## config.mk

```make
export PLATFORM = sky130hd
export DESIGN_NAME = sum_differentiator
export DESIGN_NICKNAME = d
export VERILOG_FILES = /design/src/rtl/sum_differentiator.sv
export SDC_FILE = /design/constraint.sdc
export NUM_CORES = 1
export LEC_CHECK = 0
export CORE_ASPECT_RATIO = 1.5
export CORE_MARGIN = 1.5
export CORE_UTILIZATION = 46
export DETAILED_ROUTE_END_ITERATION = 8
export GPL_TIMING_DRIVEN = 0
export PLACE_DENSITY = 0.76
export SLEW_MARGIN = 10
export SYNTH_ARGS = -nofsm -noshare
export SYNTH_HDL_FRONTEND = slang
export SYNTH_SLANG_ARGS = --single-unit
```

## constraint.sdc

```tcl
create_clock -name clk -period 1.7 [get_ports clk]
set_clock_uncertainty 0.2 [all_clocks]
set_input_delay 0.255 -clock clk [delete_from_list [all_inputs] [get_ports clk]]
set_output_delay 0.255 -clock clk [all_outputs]
set_load 0.1 [all_outputs]
```

## src/rtl/sum_differentiator.sv

```systemverilog
// -----------------------------------------------------------------------------
// sum_differentiator
//
// Recovers the increments from a stream of accumulated sums:
//   data_out[n] = sum_in[n] - sum_in[n-1]   (mod 2^WIDTH)
// Single registered stage with valid/ready handshakes on both sides, a
// PRIME/RUN priming state machine and a delivered-sample counter.
//
// Optional feature (compile-time macro SUM_DIFF_BORROW_EN):
//   adds borrow_out, set when the subtraction wrapped (sum_in < reference).
//
// Parameters:
//   WIDTH      data and sum width
//   CNT_WIDTH  width of sample_cnt
//   PRIME_MODE 0: reference starts at 0, the first sample is output as is
//              1: the first sample only loads the reference
//
// Ports:
//   clk, rst     rising-edge clock, synchronous active-high reset
//   sum_in       accumulated sum sample      (with sum_valid / sum_ready)
//   resync       synchronous restart of the difference chain
//   data_out     recovered increment         (with data_valid / data_ready)
//   first_out    data_out is the first output since reset or resync
//   sample_cnt   number of outputs transferred (wraps)
//   borrow_out   subtraction borrowed (only with SUM_DIFF_BORROW_EN)
// -----------------------------------------------------------------------------
module sum_differentiator #(
  parameter int WIDTH      = 4,
  parameter int CNT_WIDTH  = 8,
  parameter int PRIME_MODE = 0
) (
  input  logic                 clk,
  input  logic                 rst,
  input  logic [WIDTH-1:0]     sum_in,
  input  logic                 sum_valid,
  output logic                 sum_ready,
  input  logic                 resync,
  output logic [WIDTH-1:0]     data_out,
  output logic                 data_valid,
  input  logic                 data_ready,
  output logic                 first_out,
  output logic [CNT_WIDTH-1:0] sample_cnt
`ifdef SUM_DIFF_BORROW_EN
  ,
  output logic                 borrow_out
`endif
);

  typedef enum logic {PRIME, RUN} state_t;

  state_t               state_q, state_d;
  logic [WIDTH-1:0]     prev_q, prev_d;
  logic [WIDTH-1:0]     data_q, data_d;
  logic                 valid_q, valid_d;
  logic                 first_q, first_d;
  // Set by a PRIME_MODE=1 prime so the next real output is flagged first.
  logic                 pend_first_q, pend_first_d;
  logic [CNT_WIDTH-1:0] cnt_q, cnt_d;
`ifdef SUM_DIFF_BORROW_EN
  logic                 borrow_q, borrow_d;
`endif

  logic acc;
  logic xfer;

  // No skid buffer: accept only when the output register is free or draining.
  assign sum_ready = (~valid_q | data_ready) & ~resync;
  assign acc       = sum_valid & sum_ready;
  assign xfer      = valid_q & data_ready;

  always_comb begin
    // NOTE: every _d starts as its _q (hold), so no path can leave a
    // combinational output unassigned and infer a latch.
    state_d      = state_q;
    prev_d       = prev_q;
    data_d       = data_q;
    valid_d      = valid_q;
    first_d      = first_q;
    pend_first_d = pend_first_q;
    cnt_d        = cnt_q;
`ifdef SUM_DIFF_BORROW_EN
    borrow_d     = borrow_q;
`endif

    if (xfer) begin
      cnt_d = cnt_q + CNT_WIDTH'(1);
    end

    if (resync) begin
      // Restart the chain; any undelivered output is discarded.
      state_d      = PRIME;
      prev_d       = '0;
      valid_d      = 1'b0;
      pend_first_d = 1'b0;
`ifdef SUM_DIFF_BORROW_EN
      borrow_d     = 1'b0;
`endif
    end else begin
      if (xfer) begin
        valid_d = 1'b0;
      end
      if (acc) begin
        unique case (state_q)
          PRIME: begin
            prev_d  = sum_in;
            state_d = RUN;
            if (PRIME_MODE != 0) begin
              // Reference load only; valid is left to the xfer logic above.
              pend_first_d = 1'b1;
            end else begin
              data_d   = sum_in;
              valid_d  = 1'b1;
              first_d  = 1'b1;
`ifdef SUM_DIFF_BORROW_EN
              borrow_d = 1'b0;
`endif
            end
          end
          RUN: begin
            // Wrap-around difference: truncation to WIDTH is intentional.
            data_d       = sum_in - prev_q;
            prev_d       = sum_in;
            valid_d      = 1'b1;
            first_d      = pend_first_q;
            pend_first_d = 1'b0;
`ifdef SUM_DIFF_BORROW_EN
            borrow_d     = (sum_in < prev_q);
`endif
          end
          default: begin
            state_d = PRIME;
          end
        endcase
      end
    end
  end

  // NOTE: sequential state uses non-blocking assignments only, and the
  // reset is synchronous, so it lives inside the clocked branch.
  always_ff @(posedge clk) begin
    if (rst) begin
      state_q      <= PRIME;
      prev_q       <= '0;
      data_q       <= '0;
      valid_q      <= 1'b0;
      first_q      <= 1'b0;
      pend_first_q <= 1'b0;
      cnt_q        <= '0;
`ifdef SUM_DIFF_BORROW_EN
      borrow_q     <= 1'b0;
`endif
    end else begin
      state_q      <= state_d;
      prev_q       <= prev_d;
      data_q       <= data_d;
      valid_q      <= valid_d;
      first_q      <= first_d;
      pend_first_q <= pend_first_d;
      cnt_q        <= cnt_d;
`ifdef SUM_DIFF_BORROW_EN
      borrow_q     <= borrow_d;
`endif
    end
  end

  assign data_out   = data_q;
  assign data_valid = valid_q;
  assign first_out  = first_q;
  assign sample_cnt = cnt_q;
`ifdef SUM_DIFF_BORROW_EN
  assign borrow_out = borrow_q;
`endif

endmodule

```

# Yosys cells after proc, flatten, opt, wreduce, memory -nomap -nowiden
# Cells that the tools add are included.
[word_totals]
ff_bits = 19
inputBits = 9
output_inout_bits = 15
[op_classes]
n_addsub = 2
mux = 4
bitwise_logic = 7
n_reduce_logical = 3
[ops]
columns = ["op", "count"]
rows = [
  ["$add A8 B1 Y8 const B", 1],
  ["$pmux W4 S2", 1],
  ["$sub A4 B4 Y4", 1],
  ["$and A1 B1 Y1", 3],
  ["$not A1 Y1", 3],
  ["$mux W1", 2],
  ["$pmux W1 S2", 1],
  ["$reduce_and A2 Y1", 1],
  ["$reduce_bool A2 Y1", 1],
  ["$reduce_or A2 Y1", 1],
  ["$or A1 B1 Y1", 1],
]

# Depth between registers and ports, before layout
# Gate-level depths: netlist of run 1.
[logic_depth]
ltp_word = 5
ltp_mapped = 8

# Worst setup path before layout of run 1
# No wires, ideal clock.
[synth_path]
path_kind = "register to output"
startpoint = "reg valid_q (netlist: data_valid)"
endpoint = "out sum_ready"
arrival_ns = 2.276
required_ns = 1.245
path_slack_ns = -1.031
stages_incl_launch_ff = 3
n_path_buf = 0
cell_sequence = "dfxtp_1 nor2b_2 nor2_1"
[synth_via]
elab_chain_cells = 3
[synth_lines]
columns = ["element", "line_no", "source"]
rows = [
  ["start, declared", "54", "logic valid_q, valid_d;"],
  ["start signal, assigned", "156", "valid_q <= valid_d;"],
  ["$not A1 Y1", "67", "assign sum_ready = (~valid_q | data_ready) & ~resync;"],
  ["$or A1 B1 Y1", "67", ""],
  ["$and A1 B1 Y1", "67", ""],
  ["end, declared", "36", "output logic sum_ready,"],
]
# No other way between the ends.

# Worst setup path in the final report of run 1
[layout_path]
startpoint = "reg cnt_q[5] (netlist: sample_cnt[5])"
endpoint = "out sample_cnt[5]"
[layout_lines]
columns = ["element", "line_no", "source"]
rows = [
  ["start, declared", "58", "logic [CNT_WIDTH-1:0] cnt_q, cnt_d;"],
  ["start signal, assigned", "159", "cnt_q <= cnt_d;"],
  ["end, declared", "42", "output logic [CNT_WIDTH-1:0] sample_cnt"],
]
# No word-level cell between the ends.

==> results of run 1 <==
-- cells in the mapped netlist (all sizes together) --
cell type   n
a211oi      2
a21o        1
a21oi       5
a31oi       2
buf         1
clkbuf      4
dfxtp      19
fa          1
ha          4
inv         6
mux2i       8
nand2       4
nand3       4
nand4       1
nor2       17
nor2b       2
nor3        7
nor3b       1
nor4        1
o21ai       2
or3         2
xnor2       5
xor2        3
-- registers in the layout (all words and copies together) (netlist names) --
name and flops:
data_out 4, state_q 1, sample_cnt 8, first_out 1, data_valid 1, prev_q 4
-- area by class of cell --
cell class	count	area, µm²
plain buffers	5	27.5
clock buffers	4	26.3
fillers	169	626
inverters	6	22.5
multi-input cells	72	510
flip-flops and latches	19	399
well taps	21	26.3
repair buffers	24	216
-- power by group through the flow --
stage                     sequential, mW  combinational [mW]  clock [mW]
after floorplan                    0.539              0.0782           0
after global placement             0.471               0.198           0
after detailed placement           0.472               0.201           0
after CTS                          0.462               0.203       0.233
after global routing               0.463               0.217       0.253
final                              0.461               0.205       0.231
-- layer usage --
metal  GRT usage, %  share of wire, %
met4           7.39               1.9
met3           3.50               5.3
met1           17.1                40
met2           33.8                53
met5              0                 0
-- logic make-up (layout without fill, tap and decap cells) --
family	count (synthesis)	in the layout	synth area share, %
adder cells (fa/ha/maj)	5	5	7.68
buffers and inverters	11	39	5.35
XOR/XNOR	8	8	7.68
flip-flops	19	19	41.7
AO/OA/AOI/OAI	12	12	7.68
multiplexers	8	8	8.78
AND/OR/NAND/NOR	39	39	21.1
-- metrics by stage --
step	area [µm²]	std cells	utilization [%]	setup WS [ns]	setup TNS, ns
2_1_floorplan	937	102	-	0.00242	0
3_3_place_gp	1180	145	63.8	-0.914	-9.01
5_1_grt	1230	151	66.3	0.00189	0
3_5_place_dp	1180	145	63.8	-0.916	-9.42
4_1_cts	1250	151	67.3	-0.00188	-0.00188
6_report	1230	151	66.3	0.0308	0
-- repair_timing --
action	4_1_cts	5_1_grt
setup endpoints to repair	20	20
setup buffers	2	0
hold buffers	0	0
pin swaps	1	0
gates resized for setup	54	17
-- path summary, 6_finish.rpt --
| check | cells after the start | start | slack (ns) | to |
|---|---|---|---|---|
| min reg2reg | 2 | sample_cnt[1] | 0.30 | sample_cnt[1] |
| max | 1 | sample_cnt[5] | 0.03 | sample_cnt[5] |
| min | 3 | sum_in[0] | 0.22 | prev_q[0] |
| max reg2reg | 5 | prev_q[0] | 0.08 | data_out[1] |
-- tightest hold or removal path: stages --
cell	delay [ns]
dlygate4sd2_1	0.23
mux2i_1	0.08
nor3_1	0.12
==> out/qor.txt, run 1 <==
Nets - 145
IO Pins - 24
clk sink count - 19
total global-route track usage - 17.8%
Die Ht - 57.5 µm
total number of vias - 763
Die Wd - 39.4 µm
worst path cell trace - clkdlybuf4s15_2
Yosys cell types - 24
RSZ-0062 raised after global routing - false
final antenna diode count - 0
# H-tree levels - 1
crit end category - output pin
Critical Path RT - 1.24 ns
area of the core - 0.00185 mm²
CTS tree - yes
area share of the largest cell type after synthesis - 41.7%
proportion of layout cells with a drive suffix above 1 - 28.5%
Max Root-Sink Buffers - 2
Synth Area per Inst - 8.94 µm²
CP max stage cell - clkdlybuf4s15_2
syn nets - 116
Detailed Route Iter0 Violations - 1
Setup Crit Path Kind - reg -> out
top cell type by total area after synthesis - dfxtp_1
die area - 0.00226 mm²
Cell Pwr Density - 730 mW/mm²
relative slew slack - 63.8%
final hold violations - 0
Seq/Total Area, Yosys - 41.7%
commonest cells after routing, fill and taps aside - 16 x nor2_1, 10 x dfxtp_1, 8 x mux2i_1
Internal - 0.614 mW
Gate power share - 22.8%
max-slew violation count - 0
CP Launch Type - register
cts bufs inserted - 3
Rows - 19
final setup vio count - 0
root buf cell - clkbuf_4
worst-path maximum fanout - 3
Leakage - 0.460 nW
register bit count reported by yosys - 19
GPL Wtd Cong - 0.675
Synth area leaders - dfxtp_1 42%, mux2i_1 8.8%, nor2_1 7.0%
run status - finished, final reports clean
Final min period - 1.67 ns
max cap viols - 0
detailed placement HPWL - 1360 µm
first-pass GRT wire length - 2840 µm
Peak supply drop - 0.492 mV
vias in the first global route - 721
crit path buf inv count - 1
TritonRoute pass-1 iters - 3
Yosys warnings - 0
Arr. time, crit path - 1.21 ns
worst slew pin tran - 0.546 ns
hold crit path type - in -> reg
initial antenna violation count - 0
Switch Pwr - 0.284 mW
WL final - 1750 µm
DRC Markers - 0
Sw Share - 31.6%
grt ovf - 0
total power - 0.897 mW
Clk pwr share - 25.8%
CP max stage delay - 0.55 ns
largest net degree at the start of global routing - 11
port buffer count - 22
Initial Utilization - 49.2%
Synth Instances - 102
Routed WL per cell - 11.6 µm
Final ANT Viol Nets - 0
mapped cell area - 912 µm²
register share of total power - 51.4%
worst skew pair latency - 0.30 ns
Tcrit/Tclk final - 98.2%
CP top delay family - buffers and inverters
most common cell after layout, fill and taps aside - nor2_1
hold slack - 0.224 ns
Synth-to-Final Area Change - 34.7%
Max Fclk - 0.599 GHz
clk slew on worst S/H paths - 0.11 ns
vias per inst - 5.05
Note: power is estimated with default switching activity, not from simulation.
==> inputs of run 2 (changes only) <==
--- a/config.mk
+++ b/config.mk
@@ -9,4 +9,5 @@
 export CORE_MARGIN = 1.5
 export CORE_UTILIZATION = 46
+export CTS_CLUSTER_SIZE = 12
 export DETAILED_ROUTE_END_ITERATION = 8
 export GPL_TIMING_DRIVEN = 0
==> constraint.sdc (replaced) <==
create_clock -name clk -period 1.8 [get_ports clk]
set_clock_uncertainty 0.2 [all_clocks]
set_input_delay 0.18 -clock clk [delete_from_list [all_inputs] [get_ports clk]]
set_output_delay 0.18 -clock clk [all_outputs]
set_load 0.1 [all_outputs]
==> out/qor.txt, run 2 (synthesis gave the netlist of run 1 again) <==
run status - finished, final reports clean
Worst Hold Launch - sum_in[0]
DP Worst Slack - -0.666 ns (+0.250 ns)
CP max stage cell - clkdlybuf4s50_1
Rows - 19 (unchanged)
crit path buf inv count - 2 (+1)
Detailed Route Iter0 Violations - 7 (+6)
max cap viols - 0 (unchanged)
initial antenna violation count - 0 (unchanged)
R2R cell count - 7 (+2)
worst path cell trace - clkdlybuf4s50_1, nor2b_2, nor2_4, clkbuf_4
grt ovf - 0 (unchanged)
Final ANT Viol Nets - 0 (unchanged)
RSZ-0062 raised after global routing - false
FF-to-FF Start - prev_q[0]
Cells after DPL - 145 (unchanged)
Reg2Reg Setup Slack - 0.14 ns (+0.06 ns)
cts bufs inserted - 3 (unchanged)
CP Launch Type - input pin
Multi-input gate area - 490 µm² (-3.9%)
GPL Wtd Cong - 0.691 (+2.4%)
Routed WL per cell - 11.8 µm (+1.6%)
worst slew pin tran - 0.551 ns (+0.00465 ns)
final core utilization - 66.1% (-0.20 points)
post-CTS setup buffers - 0 (-2)
relative slew slack - 63.5% (-0.31 points)
final hold violations - 0 (unchanged)
# H-tree levels - 1 (unchanged)
Setup Crit Path Kind - in -> out
TritonRoute pass-1 iters - 4 (+1)
CTS tree - yes
vias in the first global route - 711 (-1.4%)
Cells on Worst Hold Path - 3 (unchanged)
commonest cells after routing, fill and taps aside - 16 x nor2_1, 14 x clkdlybuf4s15_2, 10 x dfxtp_1
placed inst area - 0.00118 mm² (-0.42%)
proportion of layout cells with a drive suffix above 1 - 25.0% (-3.5 points)
hold-fix buffers at CTS - 0 (unchanged)
final std cells w/o fill - 149 (-1.3%)
first-pass GRT wire length - 2950 µm (+3.9%)
clk sink count - 19 (unchanged)
IO Pins - 24 (unchanged)
r2r endpoint - data_out[2]
port buffer count - 22 (unchanged)
CP max stage delay - 0.50 ns (-0.05 ns)
Synth-to-Final Area Change - 34.3%
most common cell after layout, fill and taps aside - nor2_1
DRC Markers - 0 (unchanged)
Die Ht - 57.5 µm (unchanged)
hold crit path type - in -> reg
CP top delay family - buffers and inverters
Max Fclk - 0.599 GHz
max-slew violation count - 0 (unchanged)
worst skew pair latency - 0.30 ns (about the same)
root buf cell - clkbuf_4
vias per inst - 5.26 (+4.0%)
Die Wd - 39.4 µm (unchanged)
Arr. time, crit path - 1.29 ns (+0.08 ns)
Largest register FFs - 8 (unchanged)
Leakage - 0.441 nW (-4.1%)
fillcell total - 162 (-4.1%)
final setup vio count - 0 (unchanged)
setup ws final - 0.130 ns (+0.0996 ns)
worst-path maximum fanout - 6 (+3)
Hold Crit Endpoint - prev_q[0]
area of the core - 0.00185 mm² (unchanged)
Sequential Area - 394 µm² (-1.3%)
crit end category - output pin
die area - 0.00226 mm² (unchanged)
Peak supply drop - 0.536 mV (+8.9%)
largest net degree at the start of global routing - 12 (+1)
Initial Utilization - 49.2% (unchanged)
final antenna diode count - 0 (unchanged)
Nets - 143 (-1.4%)
Cell Pwr Density - 689 mW/mm² (-5.7%)
Final min period - 1.67 ns
WL final - 1750 µm (+0.23%)
Max Root-Sink Buffers - 2 (unchanged)
final setup TNS - 0 ns (unchanged)
total global-route track usage - 17.9% (+0.062 points)
detailed placement HPWL - 1390 µm (+2.8%)
Design Area, Final - 0.00122 mm² (-0.31%)
total number of vias - 783 (+2.6%)
Critical Path RT - 1.42 ns (+0.18 ns)
clk slew on worst S/H paths - 0.10 ns (about the same)
Tcrit/Tclk final - 92.8%
==> run 2: cell types whose count changed in the layout (fill, tap and decap cells not counted), sizes merged, moves of 2 or more <==
cell / previous run / this run
buf: 9 / 1
clkdlybuf4s18: 3 / 0
clkdlybuf4s15: 6 / 14
dlygate4sd2: 2 / 0
==> run 2: how the worst max path moves through the flow <==
stage                  startpoint             to  slack, ns  cells after the start
finish                 data_ready      sum_ready       0.13                      4
global route           data_ready      prev_q[2]       0.01                      6
CTS                    data_ready      sum_ready       0.04                      4
detailed placement     data_ready      sum_ready      -0.67                      4
global placement       data_ready      sum_ready      -0.65                      4
floorplan           sample_cnt[0]  sample_cnt[6]       0.04                      4
==> run 2: through the flow <==
| step | power, mW | hold WS, ns |
|---|---|---|
| final | 0.844 | 0.0450 |
| after global routing | 0.879 | 0.0836 |
| after CTS | 0.851 | 0.173 |
| after detailed placement | 0.639 | 0.273 |
| after global placement | 0.634 | 0.265 |
| after floorplan | 0.586 | 0.133 |
==> run 2: timing repair <==
action                                 4_1_cts  5_1_grt
cloned                                       0        0
setup endpoints to repair                   15        2
endpoints found under the hold margin        0        0
pin swaps                                    0        1
gates resized for setup                     47        3
==> run 2: cell type report <==
type                       count  share of cell area (%)
multi-input combinational     72                    40.0
sequential                    19                    32.2
timing repair buffer          22                    19.4
buffer                         5                    2.15
tap                           21                    2.15
clock buffer                   3                    1.84
inverter                       6                    1.84
clock inverter                 1                   0.409
==> run 2: worst register-to-register path: cells and delay by family, from the launching register on <==
kind | cells | cell delay [ns]
buffers and inverters | 1 | 0.06
AND/OR/NAND/NOR | 1 | 0.05
AO/OA/AOI/OAI | 1 | 0.09
XOR/XNOR | 1 | 0.15
flip-flops | 1 | 0.35
adder cells (fa/ha/maj) | 2 | 0.51
multiplexers | 1 | 0.14
==> run 2: per-layer routing <==
metal | vias to the layer above | track usage [%] | share of wire [%]
met2 | 15 | 31.4 | 55
met3 | 5 | 2.33 | 2.9
met4 | 0 | 5.91 | 1.9
met1 | 367 | 21.2 | 41
li1 | 396 | - | -
met5 | - | 0 | 0
==> run 2: where the power goes <==
part | leakage, nW | switching (mW) | internal [mW]
clock network | 0.0177 | 0.136 | 0.0828
logic | 0.264 | 0.125 | 0.0596
registers | 0.159 | 0.00797 | 0.431
